<file path="src/rtl/btn_pkg.sv">
// Shared definitions for the pushbutton conditioner: FSM state encoding and
// default debounce/repeat timing at 50 MHz.
package btn_pkg;

    typedef enum logic [2:0] {
        INI     = 3'd0,
        WQ      = 3'd1,
        SCEN_ST = 3'd2,
        CCR     = 3'd3,
        MCEN_ST = 3'd4,
        WFCQ    = 3'd5
    } state_t;

    localparam int unsigned DEB_CYCLES_50M = 1000000;
    localparam int unsigned RPT_CYCLES_50M = 25000000;

endpackage

</file>
<file path="src/rtl/sync_2ff.sv">
// Two-flop synchroniser for one asynchronous pin, synchronous active-high reset.
// Latency 2 cycles; no backpressure (free-running, samples every cycle).
module sync_2ff (
    input  logic Clk,
    input  logic reset,
    input  logic d,
    output logic q
);

    logic meta;

    always_ff @(posedge Clk) begin
        if (reset) begin
            meta <= 1'b0;
            q    <= 1'b0;
        end else begin
            meta <= d;
            q    <= meta;
        end
    end

endmodule

</file>
<file path="src/rtl/btn_debouncer.sv">
// Debounces one raw pushbutton into a level (DPB), press strobe (SCEN) and auto-repeat strobe (MCEN).
// Press/release accepted DEB_CYCLES+3 edges after the pin settles; no backpressure, outputs are registered-state decodes.
module btn_debouncer
    import btn_pkg::*;
#(
    parameter int unsigned DEB_CYCLES = DEB_CYCLES_50M,
    parameter int unsigned RPT_CYCLES = RPT_CYCLES_50M,
    parameter int unsigned CNT_W      = 25
) (
    input  logic Clk,
    input  logic reset,
    input  logic PB,
    output logic DPB,
    output logic SCEN,
    output logic MCEN
);

    localparam logic [CNT_W-1:0] DEB_LAST = CNT_W'(DEB_CYCLES - 1);
    localparam logic [CNT_W-1:0] RPT_LAST = CNT_W'(RPT_CYCLES - 1);

    logic             pb_s;
    state_t           state;
    state_t           state_nxt;
    logic [CNT_W-1:0] cnt;
    logic             cnt_inc;

    sync_2ff u_sync (
        .Clk   (Clk),
        .reset (reset),
        .d     (PB),
        .q     (pb_s)
    );

    always_ff @(posedge Clk) begin
        if (reset) begin
            state <= INI;
        end else begin
            state <= state_nxt;
        end
    end

    // Counter restarts on any state change so each timed state measures from its own entry.
    always_ff @(posedge Clk) begin
        if (reset) begin
            cnt <= '0;
        end else if (state_nxt != state) begin
            cnt <= '0;
        end else if (cnt_inc) begin
            cnt <= cnt + 1'b1;
        end
    end

    always_comb begin
        state_nxt = state;
        cnt_inc   = 1'b0;
        case (state)
            INI: begin
                if (pb_s) state_nxt = WQ;
            end
            WQ: begin
                if (!pb_s)                 state_nxt = INI;
                else if (cnt == DEB_LAST)  state_nxt = SCEN_ST;
                else                       cnt_inc   = 1'b1;
            end
            SCEN_ST: begin
                state_nxt = CCR;
            end
            CCR: begin
                if (!pb_s)                 state_nxt = WFCQ;
                else if (cnt == RPT_LAST)  state_nxt = MCEN_ST;
                else                       cnt_inc   = 1'b1;
            end
            MCEN_ST: begin
                state_nxt = CCR;
            end
            WFCQ: begin
                if (pb_s)                  state_nxt = CCR;
                else if (cnt == DEB_LAST)  state_nxt = INI;
                else                       cnt_inc   = 1'b1;
            end
            default: begin
                state_nxt = INI;
            end
        endcase
    end

    always_comb begin
        DPB  = 1'b0;
        SCEN = 1'b0;
        MCEN = 1'b0;
        case (state)
            SCEN_ST: begin
                DPB  = 1'b1;
                SCEN = 1'b1;
                MCEN = 1'b1;
            end
            MCEN_ST: begin
                DPB  = 1'b1;
                MCEN = 1'b1;
            end
            CCR, WFCQ: begin
                DPB = 1'b1;
            end
            default: begin
                DPB = 1'b0;
            end
        endcase
    end

endmodule

</file>
<file path="config.mk">
export PLATFORM = sky130hd
export DESIGN_NAME = btn_debouncer
export DESIGN_NICKNAME = d
export VERILOG_FILES = /design/src/rtl/btn_pkg.sv /design/src/rtl/sync_2ff.sv /design/src/rtl/btn_debouncer.sv
export SDC_FILE = /design/constraint.sdc
export NUM_CORES = 1
export LEC_CHECK = 0
export CAP_MARGIN = 10
export CELL_PAD_IN_SITES_DETAIL_PLACEMENT = 1
export CELL_PAD_IN_SITES_GLOBAL_PLACEMENT = 1
export CORE_MARGIN = 2
export CORE_UTILIZATION = 45
export DETAILED_ROUTE_END_ITERATION = 10
export GPL_TIMING_DRIVEN = 0
export HOLD_SLACK_MARGIN = 0.08
export PLACE_DENSITY_LB_ADDON = 0.1
export RECOVER_POWER = 25
export SYNTH_ARGS = -nofsm -noshare
export SYNTH_HDL_FRONTEND = slang
export SYNTH_HIERARCHICAL = 1
export SYNTH_SLANG_ARGS = --single-unit
</file>
<file path="constraint.sdc">
create_clock -name Clk -period 3.1 [get_ports Clk]
set_input_delay 0.93 -clock Clk [delete_from_list [all_inputs] [get_ports Clk]]
set_output_delay 0.93 -clock Clk [all_outputs]
set_load 0.02 [all_outputs]
</file>
; ---- Word level (Yosys, flattened, before mapping)
; Cells that the tools add are included.
[op_classes]
addsub = 1
eq_ne = 8
n_mux = 17
reduce_logical = 4
[ops]
columns = cell, count
row1 = $add 25x1->25 const B, 1
row2 = $eq 25x20->1 const B, 1
row3 = $eq 25x25->1 const B, 1
row4 = $mux 3, 7
row5 = $pmux 3 s5, 1
row6 = $mux 1, 8
row7 = $eq 3x2->1 const B, 2
row8 = $eq 3x3->1 const B, 2
row9 = $reduce_or 2->1, 2
row10 = $reduce_or 4->1, 1
row11 = $eq 3x1->1 const B, 1
row12 = $logic_not 3->1, 1
row13 = $ne 3x3->1, 1
row14 = $pmux 1 s3, 1
[totals]
regBits = 30
wordCells = 34

; ---- Logic depth before layout (Yosys ltp)
; Gate-level depths: netlist of the first run.
[depth]
word_depth = 6
depth_mapped = 9
ltp_nobuf = 7

; ---- By module
; The synthesis of the first run kept the hierarchy.
[by_module_without_submodules]
columns = mod, n_inst, cells_each, area_each_um2, seq_area_each_um2
row1 = btn_debouncer, 1, 207, 1649.1, 560.5
row2 = sync_2ff, 1, 4, 52.6, 40.0

; ---- Worst setup path after synthesis of the first run
; OpenSTA, ideal clock, no wires.
[synth_path]
path_type = flip-flop to flip-flop
from = register cnt[0]
to = register cnt[23]
arrival_ns = 2.239
t_required_ns = 3.030
setup_slack_ns = 0.791
stages_incl_launch_ff = 10
synth_period_minus_slack_ns = 2.309
cell_sequence = dfxtp_1 > ha_1 > nor4bb_1 > nand4_1 > o211ai_1 > and2_1 > clkbuf_1 > clkbuf_1 > o21ai_0 > a21oi_1
[synth_via]
elab_chain_len = 6
elab_cells_between_ends = 18
cone_classes = 1 x add/sub / 3 x eq/ne / 13 x mux / 1 x reduce/logical
[synth_rtl]
columns = element, line_no
row1 = start: declaration, btn_debouncer.sv:24  ; logic [CNT_W-1:0] cnt;
row2 = start signal: assignment, btn_debouncer.sv:49  ; cnt <= cnt + 1'b1;
row3 = $eq 25x20->1 or $eq 25x25->1 (tied branches), "btn_debouncer.sv:62, btn_debouncer.sv:78, btn_debouncer.sv:70"
row4 = $mux 3 (on tied branches), "btn_debouncer.sv:78, btn_debouncer.sv:62, btn_debouncer.sv:70"
row5 = $mux 3 (on tied branches), "btn_debouncer.sv:77, btn_debouncer.sv:61, btn_debouncer.sv:69"
row6 = $pmux 3 s5, btn_debouncer.sv:56  ; case (state)
row7 = $ne 3x3->1, btn_debouncer.sv:46  ; end else if (state_nxt != state) begin
row8 = $reduce_or 2->1 (no source line), n/a
; Parallel ways exist; a longest one is shown, timed or not.
; A chain may end at the register's enable or synchronous reset.

; ---- Worst setup path after layout of the first run
[layout_path]
from = register state[0]
to = output SCEN
[layout_via]
elab_chain_len = 2
[layout_rtl]
columns = element, line_no
row1 = start: declaration, btn_debouncer.sv:22  ; state_t state;
row2 = start signal: assignment, btn_debouncer.sv:38  ; state <= state_nxt;
row3 = $eq 3x2->1, btn_debouncer.sv:91  ; case (state)
row4 = $mux 1, btn_debouncer.sv:91
row5 = end: declaration, btn_debouncer.sv:14  ; output logic SCEN,
; Every way passes these cells.

==> flow_metrics.tcl, run 1 <==
set metrics [dict create \
    status "finished clean" \
    io_pins 6 \
    rsz0062_at_grt "no" \
    track_usage_pct 26.7 \
    grt_first_pass_wirelength_mm 8.63 \
    fin_tns_setup_ns 0 \
    yosys_most_used_dff "dfxtp_1" \
    hold_viol 0 \
    required_ns 2.17 \
    hold_start "u_sync/meta" \
    setup_viol 0 \
    rrSetupSlack_ns 0.28 \
    fin_crit_sh_pct 93.5 \
    drt_wl_total_mm 5.09 \
    crit_path_max_fanout 10 \
    yosysSeqAreaShare_pct 35.3 \
    antenna_found_initial 0 \
    die_y_um 65.5 \
    cp_common_cell "clkbuf_1" \
    synth_area_mm2 0.00170 \
    dp_slack_ns -0.0697 \
    crit_family "buffers and inverters" \
    hold_depth 1 \
    yosysUniqueCellTypes 41 \
    place_congestion 0.898 \
    area_growth_pct 11.8 \
    cts_tree "built" \
    synth_top_area_share_pct 35.3 \
    timing.fmax_mhz 345 \
    place_area_mm2 0.00181 \
    slowest_delay_ns 0.55 \
    yosys-top-cells-area "dfxtp_1 (35%), xnor2_1 (6.2%), a21oi_1 (5.3%)" \
    r2r-end "cnt[10]" \
    cp-startpoint "state[0]" \
    routedWlPerCell_um 18.8 \
    dpl.hpwl_mm 3.64 \
    clock_skew_ns 0.00925 \
    core_mm2 0.00366 \
    diodes 0 \
    initial_core_util_pct 46.5 \
    slew_viol_final 0 \
    worstPathCellList "clkbuf_1, clkbuf_1, nor3_1, clkdlybuf4s50_1" \
    hold_path.class "reg2reg" \
    first_global_vias 1737 \
    instances_no_fill 271 \
    clkLatencyLatePin_ns 0.28 \
    antenna_left 0 \
    cts.sinks 30 \
    syn_nets 216 \
    num_vias 1704 \
    postLayoutCellArea_mm2 0.00190 \
    syn_area_per_cell_um2 8.06 \
    cp-start-kind "flip-flop" \
    multi_input_area_mm2 0.00101 \
    setup_ws_ns 0.202 \
    nNetsFinal 227 \
    yosys.area.top_type "dfxtp_1" \
    holdPathEnd "u_sync/q" \
    synthCells 211 \
    post_cts_buffers 0 \
    rr_worst_depth 8 \
    arrival_ns 1.97 \
    overflow 0 \
    critPathKind "reg2out" \
    peakVddDrop_mv 0.259 \
    htreeDepth 2 \
    ys_warn_count 6 \
    grt_start_max_net_pins 11 \
    cts_buffer_depth 2 \
    rows 22 \
    cap_violations 0 \
    io_buffer_count 5 \
    drt_iter0_drc 100 \
    path_clk_slew_ns 0.07 \
    post-place-cells 264 \
    dr.pass1.iters 4 \
    regArea_um2 601 \
    drc 0 \
    vias_per_cell 6.29 \
    layout-drive-gt1-share_pct 6.73 \
    cp_slowest_cell "clkdlybuf4s50_1" \
    cts_root_buffer "clkbuf_8" \
    period_minus_slack_ns 2.90 \
    die_w_um 65.5 \
    async_reset_ff_share_pct 0 \
    synth_edf_count 0 \
    powerDensity_mw_per_mm2 393 \
    cp_num_buf_inv 3 \
    synth_seq_cells 30 \
    worst_pin_slew_ns 0.594 \
    slew-limit-headroom_pct 59.4 \
    cts_made_buffers 5 \
    endpoint_kind "output pin" \
    r2r-start "cnt[0]" \
    die_area_mm2 0.00429 \
    nFillCells 456 \
    leakagePower_nw 0.538 \
    final_common_cell "dfxtp_1" \
    final_cell_mix "dfxtp_1 (30), nor2_1 (21), a21oi_1 (18)" \
]
==> state kept, by name, indices dropped and copies added, names as in the netlist <==
| signal | count |
|---|---|
| cnt | 25 |
| state | 3 |
| u_sync/meta | 1 |
| u_sync/q | 1 |
==> how the worst max path moves through the flow <==
stage | endpoint | slack (ns) | depth (start not counted)
after floorplan | cnt[23] | 0.79 | 9
after global placement | cnt[2] | 0.01 | 9
after detailed placement | cnt[1] | -0.07 | 9
after CTS | cnt[23] | 0.06 | 9
after global routing | cnt[10] | 0.0009 | 8
final | SCEN | 0.20 | 4
==> synthesized netlist by cell type (5+ instances only) <==
cell       instances
a2111oi_0          5
a211oi_1           7
a21oi_1           18
clkbuf_1          13
dfxtp_1           30
inv_1              8
nand2_1            9
nand3_1           13
nand4_1            9
nor2_1            21
o21ai_0            5
o31ai_1            9
or3_1              6
or4_1              7
xnor2_1           12
==> metal layers <==
metal	wire length, um	GRT usage [%]	vias up
met5	0	0	-
met4	76	9.11	0
met3	190	5.14	8
met2	2520	45.9	42
met1	2300	33.3	836
li1	-	-	818
==> report_power, final <==
group,switching [mW],internal (mW),leakage (nW)
logic,0.0216,0.00784,0.248
registers,0.00131,0.387,0.242
clock network,0.150,0.179,0.0482
==> kinds of logic (layout without fill, tap and decap cells) <==
logic type / Yosys count / after routing / synth area share [%]
AOI/OAI and AO/OA: 55 / 55 / 21.3
xor gates and xnor gates: 13 / 13 / 6.69
adders and majority gates: 3 / 3 / 2.06
buffers and inverters: 23 / 35 / 5.37
DFF: 30 / 30 / 35.3
and+or+nand+nor: 87 / 87 / 29.3
==> stage by stage <==
step                      total power [mW]  utilization (%)  hold slack [ns]
after detailed placement             0.427             49.5            0.447
after CTS                            0.754             52.0            0.459
after global routing                 0.772             51.9            0.478
final                                0.747             51.9            0.457
after global placement               0.425             49.5            0.419
after floorplan                      0.414                -            0.414
==> cell type report <==
type | instances | share of cell area (%)
Tap cell | 48 | 3.16
Buffer | 14 | 3.09
Timing Repair Buffer | 5 | 2.63
Multi-Input combinational cell | 158 | 53.2
Inverter | 8 | 1.58
Sequential cell | 30 | 31.6
Clock buffer | 7 | 4.54
Clock inverter | 1 | 0.263
==> repair_timing <==
item                                    4_1_cts  5_1_grt
gates resized for setup                       1        1
hold buffers                                  0        0
endpoints found under the setup margin       10       10
pin swaps                                     0        0
(Power assumes the default switching activity.)
==> inputs of run 2 (changes only) <==
CORE_ASPECT_RATIO = 1.4   (was default)
==> run 2 against run 1 <==
Effect of this change:
- non-clock buffer count unchanged
- clock power hardly changed
- register-to-register slack got worse by 0.03 ns
- critical endpoint unchanged
- largest cell class unchanged
- largest power group unchanged
==> flow_metrics.tcl, run 2 (synthesized netlist as in run 1, its figures left out) <==
set metrics [dict create \
    antenna_left 0 \
    fin_util_pct 52.1 \
    cts_tree "built" \
    fin_crit_sh_pct 94.0 \
    post-place-cells 258 \
    period_minus_slack_ns 2.92 \
    place_area_mm2 0.00180 \
    cts_hold_buffers 0 \
    layout-drive-gt1-share_pct 7.62 \
    htreeDepth 2 \
    status "finished clean" \
    track_usage_pct 26.0 \
    grt_util_met1_pct 30.1 \
    cp_slowest_cell "clkdlybuf4s50_1" \
    peakVddDrop_mv 0.307 \
    swShare_pct 23.5 \
    core_mm2 0.00364 \
    antenna_found_initial 0 \
    die_w_um 56.0 \
    setup_viol 0 \
    cp-start-kind "flip-flop" \
    num_vias 1732 \
    clkLatencyLatePin_ns 0.28 \
    instances_no_fill 265 \
    grt_start_max_net_pins 14 \
    critPathKind "reg2out" \
    hold_ws_ns 0.466 \
    required_ns 2.17 \
    drc 0 \
    r2r-start "cnt[0]" \
    slew_viol_final 0 \
    busiest_layer "met2" \
    cts.sinks 30 \
    ctsResizeCount 1 \
    first_global_vias 1814 \
    dr.pass1.iters 4 \
    hold_viol 0 \
    initial_core_util_pct 46.7 \
    cts_buffer_depth 2 \
    cp_num_buf_inv 3 \
    die_y_um 76.8 \
    cts_root_buffer "clkbuf_8" \
    power_frac_comb_pct 4.0 \
    largest_reg_flops 25 \
    p_clk_share_pct 44.2 \
    postLayoutCellArea_mm2 0.00190 \
    fin_tns_setup_ns 0 \
    p_switching_mw 0.176 \
    largest_register "cnt" \
    use_met2_pct 45.4 \
    hold_start "u_sync/meta" \
    seqPwrFrac_pct 51.8 \
    cp_common_cell "clkbuf_1" \
    post_cts_buffers 0 \
    powerDensity_mw_per_mm2 396 \
    drt_iter0_drc 62 \
    grt_first_pass_wirelength_mm 8.90 \
    overflow 0 \
    final_common_cell "dfxtp_1" \
    routedWlPerCell_um 19.7 \
    met3_usage_pct 4.38 \
    timing.fmax_mhz 343 \
    path_clk_slew_ns 0.07 \
    top_regs "cnt: 25 flops, state: 3 flops" \
    worstPathCellList "clkbuf_1, clkbuf_1, nor3_1, clkdlybuf4s50_1" \
    arrival_ns 1.99 \
    rows 26 \
    die_area_mm2 0.00430 \
    dpl.hpwl_mm 3.88 \
    endpoint_kind "output pin" \
    slowest_delay_ns 0.55 \
    cp-startpoint "state[0]" \
    p_int_mw 0.574 \
    final_cell_mix "dfxtp_1 (30), nor2_1 (21), a21oi_1 (18)" \
    crit_family "buffers and inverters" \
    crit_path_max_fanout 10 \
    nNetsFinal 227 \
    nFillCells 475 \
    diodes 0 \
    drt_wl_total_mm 5.21 \
    rsz0062_at_grt "no" \
    worst_pin_slew_ns 0.578 \
    vias_per_cell 6.54 \
    slew-limit-headroom_pct 60.5 \
    hold_path.class "reg2reg" \
    area_growth_pct 11.5 \
    io_pins 6 \
    io_buffer_count 5 \
    clock_skew_ns 0.00315 \
    cap_violations 0 \
    leakagePower_nw 0.544 \
    cts_made_buffers 5 \
    place_congestion 0.918 \
]
==> run 2: cell types whose count changed in the layout (fill, tap and decap cells not counted) <==
cell,change
clkbuf_1,-2
clkbuf_2,+2
==> run 2: power by group through the flow <==
stage,Sequential [mW],Clock (mW),Combinational [mW]
floorplan,0.397,0,0.0174
global placement,0.397,0,0.0284
detailed placement,0.397,0,0.0294
CTS,0.388,0.335,0.0292
global route,0.389,0.349,0.0327
finish,0.389,0.332,0.0300
==> run 2: area by class of cell <==
cell class / count / area, um^2 / share of cell area [%]
multi-input combinational: 158 / 1010 / 53.3
sequential: 30 / 601 / 31.7
clock buffer: 7 / 86.3 / 4.55
buffer: 14 / 61.3 / 3.23
tap: 42 / 52.6 / 2.77
timing repair buffer: 5 / 50.0 / 2.64
inverter: 8 / 30.0 / 1.58
clock inverter: 1 / 5.00 / 0.264
==> run 2: final timing paths <==
| check | slack, ns | end | cells past startpoint |
|---|---|---|---|
| worst max-delay path | 0.18 | SCEN | 4 |
| worst min-delay path | 0.47 | u_sync/q | 1 |
| worst max register to register | 0.25 | cnt[21] | 8 |
| worst min register to register | 0.47 | u_sync/q | 1 |
==> run 2: per-layer routing <==
metal / vias up / part of all wire [%]
met3: 17 / 2.7
met1: 851 / 41
li1: 819 / -
met5: - / 0
met4: 0 / 3.4
met2: 45 / 53
==> run 2: through the flow <==
stage / setup WS (ns) / power (mW)
after floorplan: 0.791 / 0.414
after global placement: 0.00503 / 0.425
after detailed placement: -0.178 / 0.427
after CTS: 0.125 / 0.752
after global routing: 0.0242 / 0.771
final: 0.185 / 0.751
==> inputs of run 3 (changes only) <==
TNS_END_PERCENT = 30   (was default)
==> run 3 against run 2 <==
Effect of this change:
- via count rose by 0.35%
- critical endpoint unchanged
- largest cell class unchanged
- final cell count did not move
- largest power group unchanged
- final area barely moved
==> flow_metrics.tcl, run 3 (synthesized netlist as in run 1, its figures left out) <==
set metrics [dict create \
    status "finished clean" \
    drc 0 \
    fin_util_pct 52.0 \
    place_congestion 0.918 \
    htreeDepth 2 \
    crit_path_max_fanout 10 \
    clock_skew_ns 0.00404 \
    layout-drive-gt1-share_pct 7.17 \
    rr_worst_depth 8 \
    grt_start_max_net_pins 14 \
    swShare_pct 23.5 \
    diodes 0 \
    num_vias 1738 \
    core_mm2 0.00364 \
    nNetsFinal 227 \
    slew-limit-headroom_pct 61.1 \
    p_clk_share_pct 44.2 \
    rows 26 \
    path_clk_slew_ns 0.07 \
    peakVddDrop_mv 0.307 \
    cts.sinks 30 \
    powerDensity_mw_per_mm2 396 \
    arrival_ns 1.99 \
    top_regs "cnt: 25 flops, state: 3 flops" \
    dr.pass1.iters 4 \
    dpl.hpwl_mm 3.88 \
    io_buffer_count 5 \
    area_growth_pct 11.4 \
    cp-start-kind "flip-flop" \
    p_int_mw 0.574 \
    drt_iter0_drc 62 \
    final_cell_mix "dfxtp_1 (30), nor2_1 (21), a21oi_1 (18)" \
    grt_first_pass_wirelength_mm 8.90 \
    largest_register "cnt" \
    hold_viol 0 \
    final_common_cell "dfxtp_1" \
    hold_path.class "reg2reg" \
    overflow 0 \
    timing.fmax_mhz 343 \
    power_mw 0.750 \
    period_minus_slack_ns 2.92 \
    die_area_mm2 0.00430 \
    endpoint_kind "output pin" \
    p_switching_mw 0.176 \
    hold_depth 1 \
    hold_start "u_sync/meta" \
    first_global_vias 1814 \
    critPathKind "reg2out" \
    post_cts_buffers 0 \
    routedWlPerCell_um 19.6 \
    initial_core_util_pct 46.7 \
    slew_viol_final 0 \
    rsz0062_at_grt "yes" \
    cts_root_buffer "clkbuf_8" \
    cts_buffer_depth 2 \
    antenna_left 0 \
    cp-startpoint "state[0]" \
    die_y_um 76.8 \
    fin_crit_sh_pct 94.2 \
    antenna_found_initial 0 \
    die_w_um 56.0 \
    seqPwrFrac_pct 51.8 \
    drt_wl_total_mm 5.20 \
    cts_tree "built" \
    setup_viol 0 \
    vias_per_cell 6.56 \
    cap_violations 0 \
    cts_made_buffers 5 \
    power_frac_comb_pct 4.0 \
    fin_tns_setup_ns 0 \
    largest_reg_flops 25 \
    track_usage_pct 26.0 \
    required_ns 2.17 \
    clkLatencyLatePin_ns 0.28 \
    r2r-start "cnt[0]" \
    leakagePower_nw 0.541 \
    worst_pin_slew_ns 0.569 \
    io_pins 6 \
]
-- run 3: per-stage QoR --
stage	cell area, um^2	std cells	setup slack [ns]	hold slack, ns
6_report	1900	265	0.181	0.467
5_1_grt	1900	265	-0.0445	0.484
4_1_cts	1890	265	0.125	0.468
3_5_place_dp	1800	258	-0.178	0.455
3_3_place_gp	1800	258	0.00503	0.433
2_1_floorplan	1700	211	0.791	0.414
-- run 3: worst paths after layout --
kind              endpoint  slack, ns
setup / recovery      SCEN       0.18
hold / removal    u_sync/q       0.47
setup reg to reg    cnt[4]       0.24
hold reg to reg   u_sync/q       0.47
-- run 3: power groups by stage --
stage                     Combinational [mW]  Sequential, mW  Clock (mW)
after CTS                             0.0292           0.388       0.335
after global routing                  0.0325           0.389       0.349
after global placement                0.0284           0.397           0
after floorplan                       0.0174           0.397           0
after detailed placement              0.0294           0.397           0
final                                 0.0297           0.389       0.332
-- run 3: metal layers --
metal	track usage, %	vias up	part of all wire (%)
met3	4.38	19	3.2
met5	0	-	0
met2	45.4	44	53
li1	-	817	-
met1	30.1	858	41
met4	12.9	0	3.3
-- run 3: worst max-delay path: stages (launching register included) --
cell	delay (ns)
dfxtp_1	0.31
clkbuf_1	0.27
clkbuf_1	0.45
nor3_1	0.12
clkdlybuf4s50_1	0.55
-- run 3: final cells by class --
class,count,area [um^2]
Buffer,14,60.1
Clock buffer,7,86.3
Clock inverter,1,5.00
Fill cell,474,1750
Inverter,8,30.0
Multi-Input combinational cell,158,1010
Sequential cell,30,601
Tap cell,42,52.6
Timing Repair Buffer,5,50.0
-- run 3: repair_timing --
item,CTS,global route
hold buffers,0,0
resized for setup,1,3
endpoints found under the hold margin,0,0
endpoints found under the setup margin,10,23
